## src/rtl/button_debouncer.sv

```systemverilog
// button_debouncer
// Conditions raw push-buttons for the operand/opcode latch stage. Each channel
// has a 2-flop synchroniser, a stability counter that accepts a level change
// only after DEBOUNCE_CYCLES consecutive differing samples, and a one-cycle
// pulse on every accepted press.
//
// Ports:
//   CLK            system clock, rising edge
//   RESET          asynchronous active-high reset, clears every flop
//   BUTTONS_RAW    raw asynchronous button pins, 1 = pressed
//   BUTTONS_LEVEL  debounced, registered button level
//   BUTTONS_PULSE  registered one-cycle pulse on each accepted press
//
// Build option:
//   DEBOUNCE_BYPASS_EN  when defined, removes the counters; LEVEL follows the
//                       synchronised input directly. Meant for fast simulation.
module button_debouncer #(
  parameter int unsigned N_BUTTONS       = 3,
  parameter int unsigned DEBOUNCE_CYCLES = 1000000,
  parameter int unsigned CNT_WIDTH       = 20
) (
  input  logic                 CLK,
  input  logic                 RESET,
  input  logic [N_BUTTONS-1:0] BUTTONS_RAW,
  output logic [N_BUTTONS-1:0] BUTTONS_LEVEL,
  output logic [N_BUTTONS-1:0] BUTTONS_PULSE
);

  logic [N_BUTTONS-1:0] sync1;
  logic [N_BUTTONS-1:0] sync2;

  // 2-flop synchroniser for the asynchronous pins
  always_ff @(posedge CLK or posedge RESET) begin
    if (RESET) begin
      sync1 <= '0;
      sync2 <= '0;
    end else begin
      sync1 <= BUTTONS_RAW;
      sync2 <= sync1;
    end
  end

`ifdef DEBOUNCE_BYPASS_EN

  // Bypass: level tracks the synchronised input, pulse on its rising edge
  always_ff @(posedge CLK or posedge RESET) begin
    if (RESET) begin
      BUTTONS_LEVEL <= '0;
      BUTTONS_PULSE <= '0;
    end else begin
      BUTTONS_LEVEL <= sync2;
      BUTTONS_PULSE <= sync2 & ~BUTTONS_LEVEL;
    end
  end

`else

  localparam logic [CNT_WIDTH-1:0] CNT_MAX = CNT_WIDTH'(DEBOUNCE_CYCLES - 1);

  for (genvar i = 0; i < N_BUTTONS; i++) begin : g_chan
    logic [CNT_WIDTH-1:0] cnt;
    logic                 level_q;
    logic                 pulse_q;

    // Stability counter: any sample equal to the current level restarts the
    // count, so bounce never reaches the terminal count. The counter is
    // cleared at the terminal count and never wraps.
    always_ff @(posedge CLK or posedge RESET) begin
      if (RESET) begin
        cnt     <= '0;
        level_q <= 1'b0;
        pulse_q <= 1'b0;
      end else begin
        pulse_q <= 1'b0;
        if (sync2[i] == level_q) begin
          cnt <= '0;
        end else if (cnt == CNT_MAX) begin
          level_q <= sync2[i];
          cnt     <= '0;
          // Only an accepted 0->1 change pulses; release accepts silently
          pulse_q <= sync2[i];
        end else begin
          cnt <= cnt + 1'b1;
        end
      end
    end

    assign BUTTONS_LEVEL[i] = level_q;
    assign BUTTONS_PULSE[i] = pulse_q;
  end

`endif

endmodule

```

## config.mk

```make
export PLATFORM = sky130hd
export DESIGN_NAME = button_debouncer
export DESIGN_NICKNAME = d
export VERILOG_FILES = /design/src/rtl/button_debouncer.sv
export SDC_FILE = /design/constraint.sdc
export NUM_CORES = 1
export LEC_CHECK = 0
export ABC_AREA = 1
export CORE_ASPECT_RATIO = 1.75
export CORE_MARGIN = 5
export CORE_UTILIZATION = 55
export CTS_CLUSTER_DIAMETER = 200
export DETAILED_ROUTE_END_ITERATION = 7
export PLACE_DENSITY = 0.79
export SETUP_SLACK_MARGIN = 0.2
export SLEW_MARGIN = 20
export SYNTH_ARGS = -nofsm -noshare
export SYNTH_HDL_FRONTEND = slang
export SYNTH_SLANG_ARGS = --single-unit
```

## constraint.sdc

```tcl
create_clock -name CLK -period 2.2 [get_ports CLK]
set_clock_uncertainty 0.15 [all_clocks]
set_input_delay 0.44 -clock CLK [delete_from_list [all_inputs] [get_ports CLK]]
set_output_delay 0.44 -clock CLK [all_outputs]
set_load 0.02 [all_outputs]
```

==> impl_metrics.prom, run 1 <==
# TYPE chip_impl_metric gauge
chip_impl_info{name="outcome",value="completed"} 1
chip_impl_metric{name="syn-cell-area",unit="sq mm"} 0.00387
chip_impl_metric{name="design.die.area",unit="sq mm"} 0.00887
chip_impl_metric{name="grt_pass1_vias",unit=""} 3235
chip_impl_metric{name="power.net_switching",unit="mW"} 0.620
chip_impl_metric{name="cts.path.max_buffers",unit=""} 2
chip_impl_info{name="largest_family_of_logic_cells_by_synthesized_area",value="simple AND/OR/NAND/NOR gates"} 1
chip_impl_metric{name="period_share",unit=""} 0.884
chip_impl_metric{name="tightestPinTransition",unit="ns"} 0.550
chip_impl_metric{name="crit_buf_inv",unit=""} 1
chip_impl_metric{name="p_seq_frac",unit=""} 0.464
chip_impl_metric{name="clk-insertion-delay-late",unit="ns"} 0.34
chip_impl_metric{name="final_worst_setup_slack",unit="ns"} 0.256
chip_impl_metric{name="synth_simple_gate_area_share",unit=""} 0.362
chip_impl_metric{name="grt_start_max_net_pins",unit=""} 39
chip_impl_info{name="unrepaired_setup_endpoints_after_global_routing",value="false"} 1
chip_impl_metric{name="power.density_cell_area",unit="mW/mm^2"} 671
chip_impl_metric{name="finalCriticalPeriod",unit="ns"} 1.94
chip_impl_metric{name="synth-seq-area-share",unit=""} 0.466
chip_impl_info{name="worst_path_max_delay_cell",value="clkdlybuf4s50_1"} 1
chip_impl_info{name="cts_tree",value="done"} 1
chip_impl_info{name="startpoint",value="g_chan[2].level_q"} 1
chip_impl_info{name="synth_top_area_cell",value="dfrtp_1"} 1
chip_impl_metric{name="power_leakage",unit="nW"} 1.89
chip_impl_metric{name="i_o_pin_cnt",unit=""} 11
chip_impl_metric{name="numPortBuffers",unit=""} 10
chip_impl_metric{name="async_flop_share",unit=""} 1.00
chip_impl_metric{name="timing.critical_path.depth",unit=""} 1
chip_impl_metric{name="totalNegativeSetupSlack",unit="ns"} 0
chip_impl_metric{name="setup_violations",unit=""} 0
chip_impl_metric{name="clk_pwr_share",unit=""} 0.503
chip_impl_info{name="endpoint",value="BUTTONS_LEVEL[2]"} 1
chip_impl_metric{name="timing.slew.headroom",unit=""} 0.632
chip_impl_metric{name="postSynthRegisterBits",unit=""} 72
chip_impl_info{name="synth_flop_cell",value="dfrtp_1"} 1
chip_impl_metric{name="layout-drive-gt1-share",unit=""} 0.108
chip_impl_info{name="post_synth_most_frequent_cells",value="nor2_1 (116), nand2_1 (79), dfrtp_1 (72), nand3_1 (50), inv_1 (42)"} 1
chip_impl_metric{name="drt-total-wl",unit="um"} 7920
chip_impl_metric{name="total_of_warnings_raised_by_yosys",unit=""} 0
chip_impl_metric{name="antenna_found_initial",unit=""} 0
chip_impl_metric{name="complex_gate_fraction_of_the_synthesized_area",unit=""} 0.0262
chip_impl_metric{name="horizontal_extent_of_the_die",unit="um"} 73.4
chip_impl_metric{name="cts.repair.resized",unit=""} 0
chip_impl_metric{name="critical_path.max_stage_delay",unit="ns"} 0.62
chip_impl_metric{name="synth_largest_type_area_fraction",unit=""} 0.466
chip_impl_metric{name="post_synth_edffs",unit=""} 0
chip_impl_metric{name="critPathArrivalTime",unit="ns"} 1.35
chip_impl_metric{name="num_antenna_cells",unit=""} 0
chip_impl_info{name="clock_root_buffer",value="clkbuf_16"} 1
chip_impl_info{name="worst_setup_path_end_kind",value="output pin"} 1
chip_impl_info{name="worst_hold_path_type",value="reg -> reg"} 1
chip_impl_metric{name="cts-htree-levels",unit=""} 3
chip_impl_metric{name="finalNetCount",unit=""} 502
chip_impl_info{name="r2r-end",value="g_chan[0].cnt[5]"} 1
chip_impl_metric{name="vdd_drop_max",unit="mV"} 0.522
chip_impl_metric{name="finalHoldViolations",unit=""} 0
chip_impl_metric{name="maxCapViolations",unit=""} 0
chip_impl_metric{name="layout-area-overhead-vs-synth",unit="%"} 12.8
chip_impl_metric{name="power_switching_share",unit=""} 0.212
chip_impl_metric{name="p_int",unit="mW"} 2.31
chip_impl_metric{name="grt.overflow.total",unit=""} 0
chip_impl_metric{name="postCtsSetupBuffers",unit=""} 0
chip_impl_metric{name="yosysUniqueCellTypes",unit=""} 32
chip_impl_metric{name="post_synth_mux_area_share",unit=""} 0
chip_impl_metric{name="total_routing_resource_utilization_after_global_routing",unit=""} 0.203
chip_impl_metric{name="route.detailed.wl_per_inst",unit="um"} 13.6
chip_impl_metric{name="cp_max_fo",unit=""} 4
chip_impl_metric{name="placement_rows",unit=""} 40
chip_impl_metric{name="fmax",unit="GHz"} 0.514
chip_impl_metric{name="reg2regPathDepth",unit=""} 6
chip_impl_metric{name="cts-hold-fix-buffers",unit=""} 0
chip_impl_metric{name="numCtsBuffers",unit=""} 9
chip_impl_metric{name="power.combinational.fraction",unit=""} 0.033
chip_impl_info{name="worstSetupPathType",value="reg -> out"} 1
chip_impl_metric{name="timing_max_transition_violations_final",unit=""} 0
chip_impl_metric{name="floorplan.die.height",unit="um"} 121
chip_impl_metric{name="global_route_wire_length_before_repair",unit="um"} 14000
chip_impl_metric{name="worst-endpoint-required",unit="ns"} 1.61
chip_impl_metric{name="worst-r2r-setup-slack",unit="ns"} 0.53
chip_impl_metric{name="synth_xor_xnor_area_share",unit=""} 0.0790
chip_impl_metric{name="post_synth_inst_count",unit=""} 478
chip_impl_metric{name="synthesis.nets",unit=""} 486
chip_impl_info{name="startpoint_of_the_worst_register_to_register_path",value="g_chan[0].cnt[0]"} 1
chip_impl_metric{name="gp_routability_congestion",unit=""} 0.955
chip_impl_metric{name="post_drt_via_cell_ratio",unit=""} 5.40
chip_impl_info{name="yosys-top-cells-area",value="dfrtp_1 (47%), nor2_1 (11%), nand2_1 (7.7%), nand3_1 (6.5%), xor2_1 (5.4%)"} 1
chip_impl_info{name="worstPathCellList",value="clkdlybuf4s50_1"} 1
chip_impl_metric{name="worst_setup_hold_path_clk_slew",unit="ns"} 0.05
chip_impl_metric{name="drtAntennaViolNets",unit=""} 0
chip_impl_metric{name="start_util",unit=""} 0.564
chip_impl_metric{name="synth.avg_cell_area",unit="sq um"} 8.09
chip_impl_metric{name="first_iter_violations",unit=""} 169
chip_impl_metric{name="detailroute.via_count",unit=""} 3148
chip_impl_info{name="cp_top_family",value="buffers and inverters"} 1
chip_impl_metric{name="cts.sink_count",unit=""} 72
chip_impl_metric{name="pre_cts_ws",unit="ns"} 0.533
chip_impl_info{name="yosysMostFrequentCell",value="nor2_1"} 1
chip_impl_metric{name="detailedPlacementHpwl",unit="um"} 5950
chip_impl_metric{name="core",unit="sq mm"} 0.00686
chip_impl_metric{name="detailedRoute.firstPassIterationCount",unit=""} 4
chip_impl_metric{name="post-route-drc-count",unit=""} 0
chip_impl_metric{name="yosys.area_share.adder",unit=""} 0.00971
chip_impl_info{name="critical_path.startpoint_type",value="register"} 1
[routing by layer]
layer | vias up | global-route usage | part of all wire
met1 | 1480 | 0.224 | 0.37
met2 | 85 | 0.337 | 0.53
li1 | 1548 | - | -
met3 | 35 | 0.0423 | 0.036
met4 | 0 | 0.146 | 0.054
met5 | - | 0 | 0
[logic make-up after synthesis]
logic type	Yosys count
adders and majority gates	3
xor gates and xnor gates	34
DFF	72
buffers and inverters	52
and+or+nand+nor	298
AOI/OAI and AO/OA	19
[power by group through the flow]
stage	logic [mW]	registers [mW]	clock network, mW
after global placement	0.0959	1.38	0
final	0.0956	1.36	1.47
after global routing	0.112	1.36	1.55
after detailed placement	0.0987	1.38	0
after CTS	0.0995	1.36	1.50
after floorplan	0.0664	1.38	0
[area by class of cell]
type,instances,area (sq um)
Tap cell,84,105
Clock inverter,5,55.1
Inverter,45,173
Clock buffer,11,253
Sequential cell,72,1800
Timing Repair Buffer,12,130
Multi-Input combinational cell,354,1850
Fill cell,563,2490
[state kept, by name, indices dropped and copies added (netlist names)]
signal,count
sync1,3
g_chan.cnt,60
g_chan.level_q,3
g_chan.pulse_q,3
sync2,3
[how the worst min path moves through the flow]
stage	slack (ns)	to	startpoint	cells after the start
3_5_place_dp	0.19	sync2[1]	sync1[1]	0
2_1_floorplan	0.18	sync2[0]	sync1[0]	0
6_report	0.20	sync2[1]	sync1[1]	0
3_3_place_gp	0.18	sync2[1]	sync1[1]	0
4_1_cts	0.21	sync2[1]	sync1[1]	0
5_1_grt	0.22	sync2[0]	sync1[0]	0
[layout by cell type, fill, tap and decap left out, drive strengths merged, types with 7 or more instances in the layout]
| cell | Yosys | final |
|---|---|---|
| nor2 | 130 | 130 |
| nand2 | 87 | 87 |
| dfrtp | 72 | 72 |
| nand3 | 56 | 56 |
| inv | 45 | 44 |
| xor2 | 25 | 25 |
| clkbuf | 0 | 11 |
| nand4 | 9 | 9 |
| xnor2 | 9 | 9 |
| clkdlybuf4s50 | 0 | 9 |
| nor3 | 9 | 9 |
| o21ai | 9 | 9 |
| a21oi | 7 | 7 |
[per-stage QoR]
stage                      util  cells  cell area (sq um)  power [mW]  hold WS, ns
after floorplan               -    478               3870        1.45        0.181
after global placement    0.591    567               4050        1.48        0.183
after detailed placement  0.591    567               4050        1.48        0.194
after CTS                 0.636    583               4360        2.96        0.207
after global routing      0.636    583               4360        3.03        0.220
final                     0.636    583               4360        2.93        0.203
Note: power is estimated with default switching activity, not from simulation.
==> inputs of run 2 (changes only) <==
CAP_MARGIN = 30   (was default)
==> results of run 2 <==
No change in the layout: final DEF, timing and power equal those of run 1.
==> inputs of run 3 (changes only) <==
PLACE_DENSITY = 0.76   (was 0.79)
clock period = 1.9 ns   (was 2.2 ns; I/O delays follow)
==> run 3 against run 2 <==
Flip-flop and latch count unchanged. Global-route usage increased by 0.26 points. Cell area rose by 1.3%. First-iteration DRC count increased by 89%. Final cell count is 0.86% higher. Core utilization is 0.84 points higher. Routed wire length grew 4.4%. Largest cell class unchanged. Clock-buffer cell count is the same.
==> impl_metrics.prom, run 3 (synthesis gave the netlist of run 1 again) <==
# TYPE chip_impl_metric gauge
chip_impl_info{name="worstPathCellList",value="dlygate4sd2_1"} 1
chip_impl_metric{name="gp_routability_congestion",unit=""} 0.896
chip_impl_metric{name="antenna_found_initial",unit=""} 0
chip_impl_info{name="worst_hold_path_type",value="reg -> reg"} 1
chip_impl_metric{name="floorplan.die.height",unit="um"} 121
chip_impl_metric{name="post-route-drc-count",unit=""} 0
chip_impl_info{name="worstHoldEndpoint",value="sync2[2]"} 1
chip_impl_metric{name="post_drt_via_cell_ratio",unit=""} 5.34
chip_impl_metric{name="drtAntennaViolNets",unit=""} 0
chip_impl_metric{name="i_o_pin_cnt",unit=""} 11
chip_impl_metric{name="multi_input_combinational_cell_area",unit="sq mm"} 0.00189
chip_impl_metric{name="reg2regPathDepth",unit=""} 6
chip_impl_metric{name="detailroute.via_count",unit=""} 3142
chip_impl_metric{name="nFillCells",unit=""} 554
chip_impl_metric{name="largest_register_ffs",unit=""} 60
chip_impl_info{name="outcome",value="completed"} 1
chip_impl_metric{name="cts.sink_count",unit=""} 72
chip_impl_info{name="unrepaired_setup_endpoints_after_global_routing",value="false"} 1
chip_impl_info{name="worst_setup_path_end_kind",value="output pin"} 1
chip_impl_metric{name="grt_pass1_vias",unit=""} 3157
chip_impl_info{name="most-common-layout-cells",value="nor2_1 (114), nand2_1 (78), dfrtp_1 (72), nand3_1 (47), inv_1 (41)"} 1
chip_impl_info{name="worst_path_max_delay_cell",value="dfrtp_1"} 1
chip_impl_metric{name="drt-total-wl",unit="um"} 8270
chip_impl_metric{name="global_route_wire_length_before_repair",unit="um"} 14000
chip_impl_metric{name="core",unit="sq mm"} 0.00686
chip_impl_metric{name="placement_rows",unit=""} 40
chip_impl_metric{name="numPortBuffers",unit=""} 10
chip_impl_metric{name="vdd_drop_max",unit="mV"} 0.583
chip_impl_metric{name="crit_buf_inv",unit=""} 1
chip_impl_metric{name="grt_start_max_net_pins",unit=""} 73
chip_impl_metric{name="power_leakage",unit="nW"} 1.93
chip_impl_metric{name="cts-hold-fix-buffers",unit=""} 0
chip_impl_metric{name="total_routing_resource_utilization_after_global_routing",unit=""} 0.206
chip_impl_info{name="max_flop_register",value="g_chan.cnt"} 1
chip_impl_metric{name="layout-drive-gt1-share",unit=""} 0.131
chip_impl_metric{name="finalNetCount",unit=""} 508
chip_impl_metric{name="dp.cells",unit=""} 569
chip_impl_info{name="startpoint_of_the_worst_register_to_register_path",value="g_chan[1].cnt[0]"} 1
chip_impl_info{name="mostFrequentLayoutCell",value="nor2_1"} 1
chip_impl_info{name="startpoint",value="g_chan[1].level_q"} 1
chip_impl_metric{name="critPathArrivalTime",unit="ns"} 1.11
chip_impl_metric{name="detailedPlacementHpwl",unit="um"} 5800
chip_impl_info{name="cts_tree",value="done"} 1
chip_impl_info{name="r2r-end",value="g_chan[1].cnt[8]"} 1
chip_impl_info{name="critical_path.startpoint_type",value="register"} 1
chip_impl_metric{name="grt.overflow.total",unit=""} 0
chip_impl_metric{name="num_antenna_cells",unit=""} 0
chip_impl_metric{name="start_util",unit=""} 0.564
chip_impl_metric{name="cp_max_fo",unit=""} 4
chip_impl_info{name="worstHoldStart",value="sync1[2]"} 1
chip_impl_metric{name="register_area",unit="sq mm"} 0.00180
chip_impl_metric{name="pre_cts_ws",unit="ns"} 0.216
chip_impl_metric{name="clk-insertion-delay-late",unit="ns"} 0.34
chip_impl_metric{name="timing_max_transition_violations_final",unit=""} 0
chip_impl_info{name="clock_root_buffer",value="clkbuf_16"} 1
chip_impl_metric{name="finalCriticalPeriod",unit="ns"} 1.64
chip_impl_metric{name="totalNegativeSetupSlack",unit="ns"} 0
chip_impl_metric{name="worst-endpoint-required",unit="ns"} 1.37
chip_impl_metric{name="design.die.area",unit="sq mm"} 0.00887
chip_impl_metric{name="fmax",unit="GHz"} 0.611
chip_impl_metric{name="finalHoldViolations",unit=""} 0
chip_impl_metric{name="detailedRoute.firstPassIterationCount",unit=""} 5
chip_impl_metric{name="maxCapViolations",unit=""} 0
chip_impl_info{name="worstSetupPathType",value="reg -> out"} 1
chip_impl_metric{name="timing.slew.headroom",unit=""} 0.752
chip_impl_metric{name="setup_violations",unit=""} 0
chip_impl_metric{name="horizontal_extent_of_the_die",unit="um"} 73.4
chip_impl_metric{name="cts-htree-levels",unit=""} 3
chip_impl_metric{name="timing.hold.worst_path_depth",unit=""} 0
chip_impl_metric{name="worst_setup_hold_path_clk_slew",unit="ns"} 0.05
chip_impl_metric{name="first_iter_violations",unit=""} 320
chip_impl_metric{name="critical_path.max_stage_delay",unit="ns"} 0.41
chip_impl_metric{name="tightestPinTransition",unit="ns"} 0.372
chip_impl_info{name="cp_top_family",value="flip-flops"} 1
chip_impl_metric{name="numCtsBuffers",unit=""} 9
chip_impl_metric{name="power.density_cell_area",unit="mW/mm^2"} 761
chip_impl_metric{name="finish.cell_count_without_fillers",unit=""} 588
chip_impl_metric{name="final_worst_setup_slack",unit="ns"} 0.263
chip_impl_metric{name="cts.path.max_buffers",unit=""} 2
chip_impl_metric{name="period_share",unit=""} 0.862
chip_impl_metric{name="layout-area-overhead-vs-synth",unit="%"} 14.3
chip_impl_metric{name="worst-r2r-setup-slack",unit="ns"} 0.28
chip_impl_metric{name="route.detailed.wl_per_inst",unit="um"} 14.1
## run 3: cell types whose count changed in the layout (fill, tap and decap cells not counted), sizes merged
cell and delta:
dlymetal6s2s -1, clkinv +1, buf +6, clkdlybuf4s50 -5, dlygate4sd2 +6, clkinvlp -2
## run 3: routing by layer
layer,GRT usage,vias to the layer above,wire length [um]
met3,0.0431,28,261
li1,-,1560,-
met1,0.234,1476,3290
met4,0.121,0,326
met5,0,-,0
met2,0.346,78,4400
## run 3: cell type report
cell class	instances	area share
sequential	72	0.408
tap	84	0.0238
clock buffer	11	0.0549
clock inverter	4	0.0102
inverter	45	0.0391
multi-input combinational	354	0.427
timing repair buffer	18	0.0374
## run 3: power breakdown
group	total [mW]	leakage (nW)	switching, mW	internal, mW
Combinational	0.122	0.796	0.0780	0.0442
Sequential	1.58	0.985	0.0194	1.56
Clock	1.66	0.145	0.627	1.04
Total	3.36	1.93	0.724	2.64
## run 3: what timing repair did
action	in CTS	in global routing
pin swaps	0	2
gates resized for setup	7	9
buffers inserted	0	4
endpoints found under the setup margin	9	21
endpoints found under the hold margin	0	0
## run 3: worst max path at each step
stage                             end  slack (ns)  cells past startpoint
floorplan           g_chan[0].cnt[18]        0.43                      6
global placement    g_chan[0].cnt[18]        0.30                      6
detailed placement  g_chan[0].cnt[18]        0.22                      6
CTS                 g_chan[1].cnt[14]        0.22                      6
global route        g_chan[0].cnt[16]        0.18                      7
finish               BUTTONS_LEVEL[1]        0.26                      1
## run 3: stage by stage
step	power, mW	area (sq um)	utilization	hold slack [ns]
after floorplan	1.67	3870	-	0.181
after global placement	1.71	4070	0.593	0.188
after detailed placement	1.72	4070	0.593	0.198
after CTS	3.38	4350	0.634	0.208
after global routing	3.47	4420	0.645	0.205
final	3.36	4420	0.645	0.205
==> RTL change 1 (settings of run 2) <==
Set the parameter `CNT_WIDTH` to 40 (it was 20).
--- a/src/rtl/button_debouncer.sv
+++ b/src/rtl/button_debouncer.sv
@@ -18,5 +18,5 @@
   parameter int unsigned N_BUTTONS       = 3,
   parameter int unsigned DEBOUNCE_CYCLES = 1000000,
-  parameter int unsigned CNT_WIDTH       = 20
+  parameter int unsigned CNT_WIDTH       = 40
 ) (
   input  logic                 CLK,
Check against the original RTL: no difference found for any inputs over 10 cycles, from zero or initial values and one cycle with RESET high; that may be too few to reach the edited logic, so the function may still have changed.
==> RTL change 1 against run 2 <==
Power increased by 81%. Sequential cell count increased by 60. Synthesized area increased by 100%. Maximum frequency increased by 0.28%. Sequential share of layout area decreased by 3.6 points. Wire length increased to 2.6 times the old value. Worst setup slack improved by 5.4 ps. Cell area increased by 100%. Critical path depth unchanged. Worst hold slack got worse by 8.5 ps. Largest cell class unchanged. Largest power group unchanged.
==> RTL change 1: results (changes against run 2) <==
[final_layout]
drive_above_1_share_pct=6.507  ; -4.3 points
nets=1164  ; +130%

[global_routing]
use_met2_pct=47.02  ; +13 points
grt_pass1_wl_um=34970  ; +150%
grt_usage_pct=26.41  ; +6.1 points
grt_max_degree=50  ; +28%

[synthesis]
syn_avg_cell_area_um2=6.937  ; -14%
ys_top_cells_by_area=dfrtp_1 (42%), nor2_1 (18%), nand2_1 (15%)
syn-num-nets=1136  ; +130%
yosysSeqAreaShare_pct=42.21  ; -4.4 points

[drt]
num_vias=7197  ; +130%
routed_wl_um=20980  ; +160%
drtIter0Drc=397  ; +130%
drtPass1Iterations=5  ; +1
dr_wl_met3_um=713  ; +150%

[placement]
routabilityCongestion=0.9535  ; -0.12%
hpwlAfterDp_um=16360  ; +180%
dpl_cell_area_um2=8207  ; +100%

[pwr]
p_leak_nw=3.504  ; +85%

[critical_path]
r2r-start=g_chan[2].cnt[0]
cp_max_fo=1  ; -3
cp_slowest_stage_delay_ps=600  ; -20 ps
reg2regPathDepth=8  ; +2

[outcome]
status=completed

[timing]
maxSlewHeadroom_pct=67.75  ; +4.6 points
min_period_ps=1939  ; -5.447 ps
hold_slack_ps=194.8  ; -8.457 ps
max_freq_mhz=515.8  ; +0.28%

[clocking]
cts_buffers=17  ; +8

-- RTL change 1: changes by cell type in the layout (fill, tap and decap cells not counted), sizes merged, moves of 9 or more --
cell,before,now
nand4,9,39
nor2,130,391
buf,2,17
xnor2,9,25
xor2,25,61
nand3,56,40
inv,44,77
clkbuf,11,20
nand2,87,331
nor3,9,0
dfrtp,72,132
-- RTL change 1: area by class of cell --
cell class	count	area [um2]
Tap cell	177	221.5
Fill cell	1289	5141
Timing Repair Buffer	27	261.5
Sequential cell	132	3304
Multi-Input combinational cell	900	4133
Clock inverter	11	112.6
Clock buffer	20	436.7
Inverter	78	296.5
-- RTL change 1: cell families (layout without fill, tap and decap cells) --
logic type / after synthesis / after routing / share of synthesized area, %
xor+xnor: 86 / 86 / 9.626
simple gates: 807 / 807 / 42.29
compound gates: 4 / 4 / 0.2558
fa+ha+maj: 3 / 3 / 0.4797
flops: 132 / 132 / 42.21
buf+inv: 96 / 136 / 5.133
-- RTL change 1: how the worst max path moves through the flow --
stage	from	endpoint	cells past startpoint
2_1_floorplan	RESET	g_chan[0].cnt[0]	1
3_3_place_gp	g_chan[2].cnt[0]	g_chan[2].cnt[20]	8
3_5_place_dp	g_chan[2].cnt[0]	g_chan[2].cnt[24]	8
4_1_cts	g_chan[2].cnt[0]	g_chan[2].cnt[24]	8
5_1_grt	g_chan[0].cnt[1]	g_chan[0].cnt[38]	9
6_report	g_chan[1].pulse_q	BUTTONS_PULSE[1]	1
-- RTL change 1: power breakdown --
part           total [mW]  switching (mW)  leakage [nW]  internal (mW)
Sequential           2.47          0.0189          1.82           2.45
Clock                2.67            1.02         0.265           1.65
Combinational       0.153           0.113          1.42         0.0407
Total                5.29            1.16          3.50           4.14
-- RTL change 1: what timing repair did --
item,CTS,global route
setup endpoints to repair,3,13
buffers inserted,0,0
resized for setup,3,5
==> RTL change 2 (settings of run 2) <==
Made on the original files. Register the input `BUTTONS_RAW` before use, without a reset. The logic sees it one clock later.
--- a/src/rtl/button_debouncer.sv
+++ b/src/rtl/button_debouncer.sv
@@ -27,4 +27,10 @@
 );
 
+  logic [N_BUTTONS-1:0] BUTTONS_RAW_q;
+
+  always_ff @(posedge CLK) begin
+    BUTTONS_RAW_q <= BUTTONS_RAW;
+  end
+
   logic [N_BUTTONS-1:0] sync1;
   logic [N_BUTTONS-1:0] sync2;
@@ -36,5 +42,5 @@
       sync2 <= '0;
     end else begin
-      sync1 <= BUTTONS_RAW;
+      sync1 <= BUTTONS_RAW_q;
       sync2 <= sync1;
     end
Function: same outputs for any inputs over 10 cycles, from zero or initial values and one cycle with RESET high; that may be too few to reach the edited logic, so the function may still have changed.
==> RTL change 2 against run 2 <==
The run now ends with DRC left. Synthesized cell count increased by 4.2%. Wire length up 11%. Sequential cell count is 3 higher. Largest power group unchanged. Cell area increased by 3.2%. Worst hold slack got worse by 27 ps. Synthesized area up 3.6%. Power up 1.5%. Worst setup slack improved by 100 ps. First-iteration DRC count rose by 36%. Cell count rose by 3.8%. Register-to-register slack gained 30 ps.
==> RTL change 2: results (changes against run 2) <==
[drt]
wl_met1_um=3261  ; +10%
viasPerCell=5.304  ; -1.8%
wl_met2_um=4874  ; +15%
highest_layer=met4
dr_wl_met3_um=252  ; -13%
antenna_left=0  ; unchanged
num_vias=3209  ; +1.9%
drcViolationCount=1  ; +1
drtIter0Drc=229  ; +36%
drtPass1Iterations=8  ; +4
routed_wl_um=8757  ; +11%

[final_layout]
drive_above_1_share_pct=12.72  ; +1.9 points
insertedDiodeCount=0  ; unchanged
nFillCells=648  ; +15%
nets=522  ; +4.0%
largest_register_ffs=60  ; unchanged
regMostFlops=g_chan.cnt

[global_routing]
grt_max_degree=30  ; -23%
grt_usage_pct=22.16  ; +1.8 points
grt_antenna_before_repair=0  ; unchanged
use_met2_pct=40.20  ; +6.5 points
globalRouteMet3Util_pct=4.590  ; +0.36 points
grt_pass1_wl_um=15150  ; +8.0%
first_global_vias=3420  ; +5.7%
grtUsageMet1_pct=22.89  ; +0.49 points

[synthesis]
synth.distinct_cells=28  ; -13%
syn-num-nets=506  ; +4.1%
synthTopCellsByCount=nor2_1 (118), nand2_1 (90), dfrtp_1 (72)
postSynthCellCount=498  ; +4.2%
async_reset_ff_share_pct=96.00  ; -4.0 points
ys_top_cells_by_area=dfrtp_1 (45%), nor2_1 (11%), nand2_1 (8.4%)
yosysSeqAreaShare_pct=46.50  ; -0.10 points

[timing]
timing.setup.tns_ps=0  ; unchanged
worst_pin_slew_ps=509.2  ; -41.27 ps

[placement]
pre_cts_ws_ps=562.3  ; +29.67 ps
hpwlAfterDp_um=6531  ; +9.8%
routabilityCongestion=0.9705  ; +1.7%
dp_cells=589  ; +3.9%
dpl_cell_area_um2=4205  ; +3.8%

[outcome]
status=finished, violations left
violations=DRC

[clocking]
cts-resized-gates=1  ; +1
cts_buffers=9  ; unchanged
post_cts_buffers=0  ; unchanged

[pwr]
ir_worst_vdd_mv=0.5281  ; +1.2%
p_leak_nw=2.020  ; +6.9%

[critical_path]
cp_max_fo=1  ; -3
cp_data_arrival_time_ps=1250  ; -100 ps
critical_path.top_delay_family=buffers and inverters
cp_slowest_stage_delay_ps=600  ; -20 ps

## RTL change 2: cell types whose count changed after synthesis, sizes merged, moves of 5 or more
cell | run 2 | this run
inv | 45 | 51
nand2 | 87 | 102
nand4 | 9 | 14
nor2 | 130 | 138
nand3 | 56 | 45
## RTL change 2: final cells by class
type,instances,area (um2),share of cell area (%)
tap,86,107.6,2.389
sequential,75,1862,41.33
clock inverter,5,52.55,1.167
clock buffer,11,242.7,5.389
inverter,51,195.2,4.333
multi-input combinational,365,1901,42.19
timing repair buffer,12,143.9,3.194
## RTL change 2: worst paths after layout
path | startpoint | to | slack, ps | cells past startpoint
setup reg to reg | g_chan[0].cnt[0] | g_chan[0].cnt[18] | 560 | 6
setup / recovery | g_chan[0].pulse_q | BUTTONS_PULSE[0] | 360 | 1
hold reg to reg | BUTTONS_RAW_q[1] | sync1[1] | 180 | 0
hold / removal | BUTTONS_RAW_q[1] | sync1[1] | 180 | 0
max in group asynchronous | RESET | g_chan[1].pulse_q | 1060 | 3
min in group asynchronous | RESET | g_chan[0].cnt[12] | 340 | 2
## RTL change 2: cells by family after synthesis
group	count (synthesis)	share of synthesized area, %
flip-flops	75	46.50
buffers and inverters	58	6.031
adder cells (fa/ha/maj)	3	0.9376
AO/OA/AOI/OAI	19	2.656
AND/OR/NAND/NOR	309	35.87
XOR/XNOR	34	8.000
## RTL change 2: power breakdown
part	switching (mW)	total [mW]	internal (mW)	leakage, nW
sequential	0.0169	1.42	1.40	1.01
combinational	0.0693	0.104	0.0342	0.865
clock	0.550	1.45	0.902	0.145
## RTL change 2: through the flow
| step | util [%] | total power [mW] |
|---|---|---|
| floorplan | - | 1.507 |
| global placement | 58.55 | 1.543 |
| detailed placement | 58.55 | 1.549 |
| CTS | 62.65 | 3.014 |
| global route | 62.72 | 3.084 |
| finish | 62.72 | 2.974 |
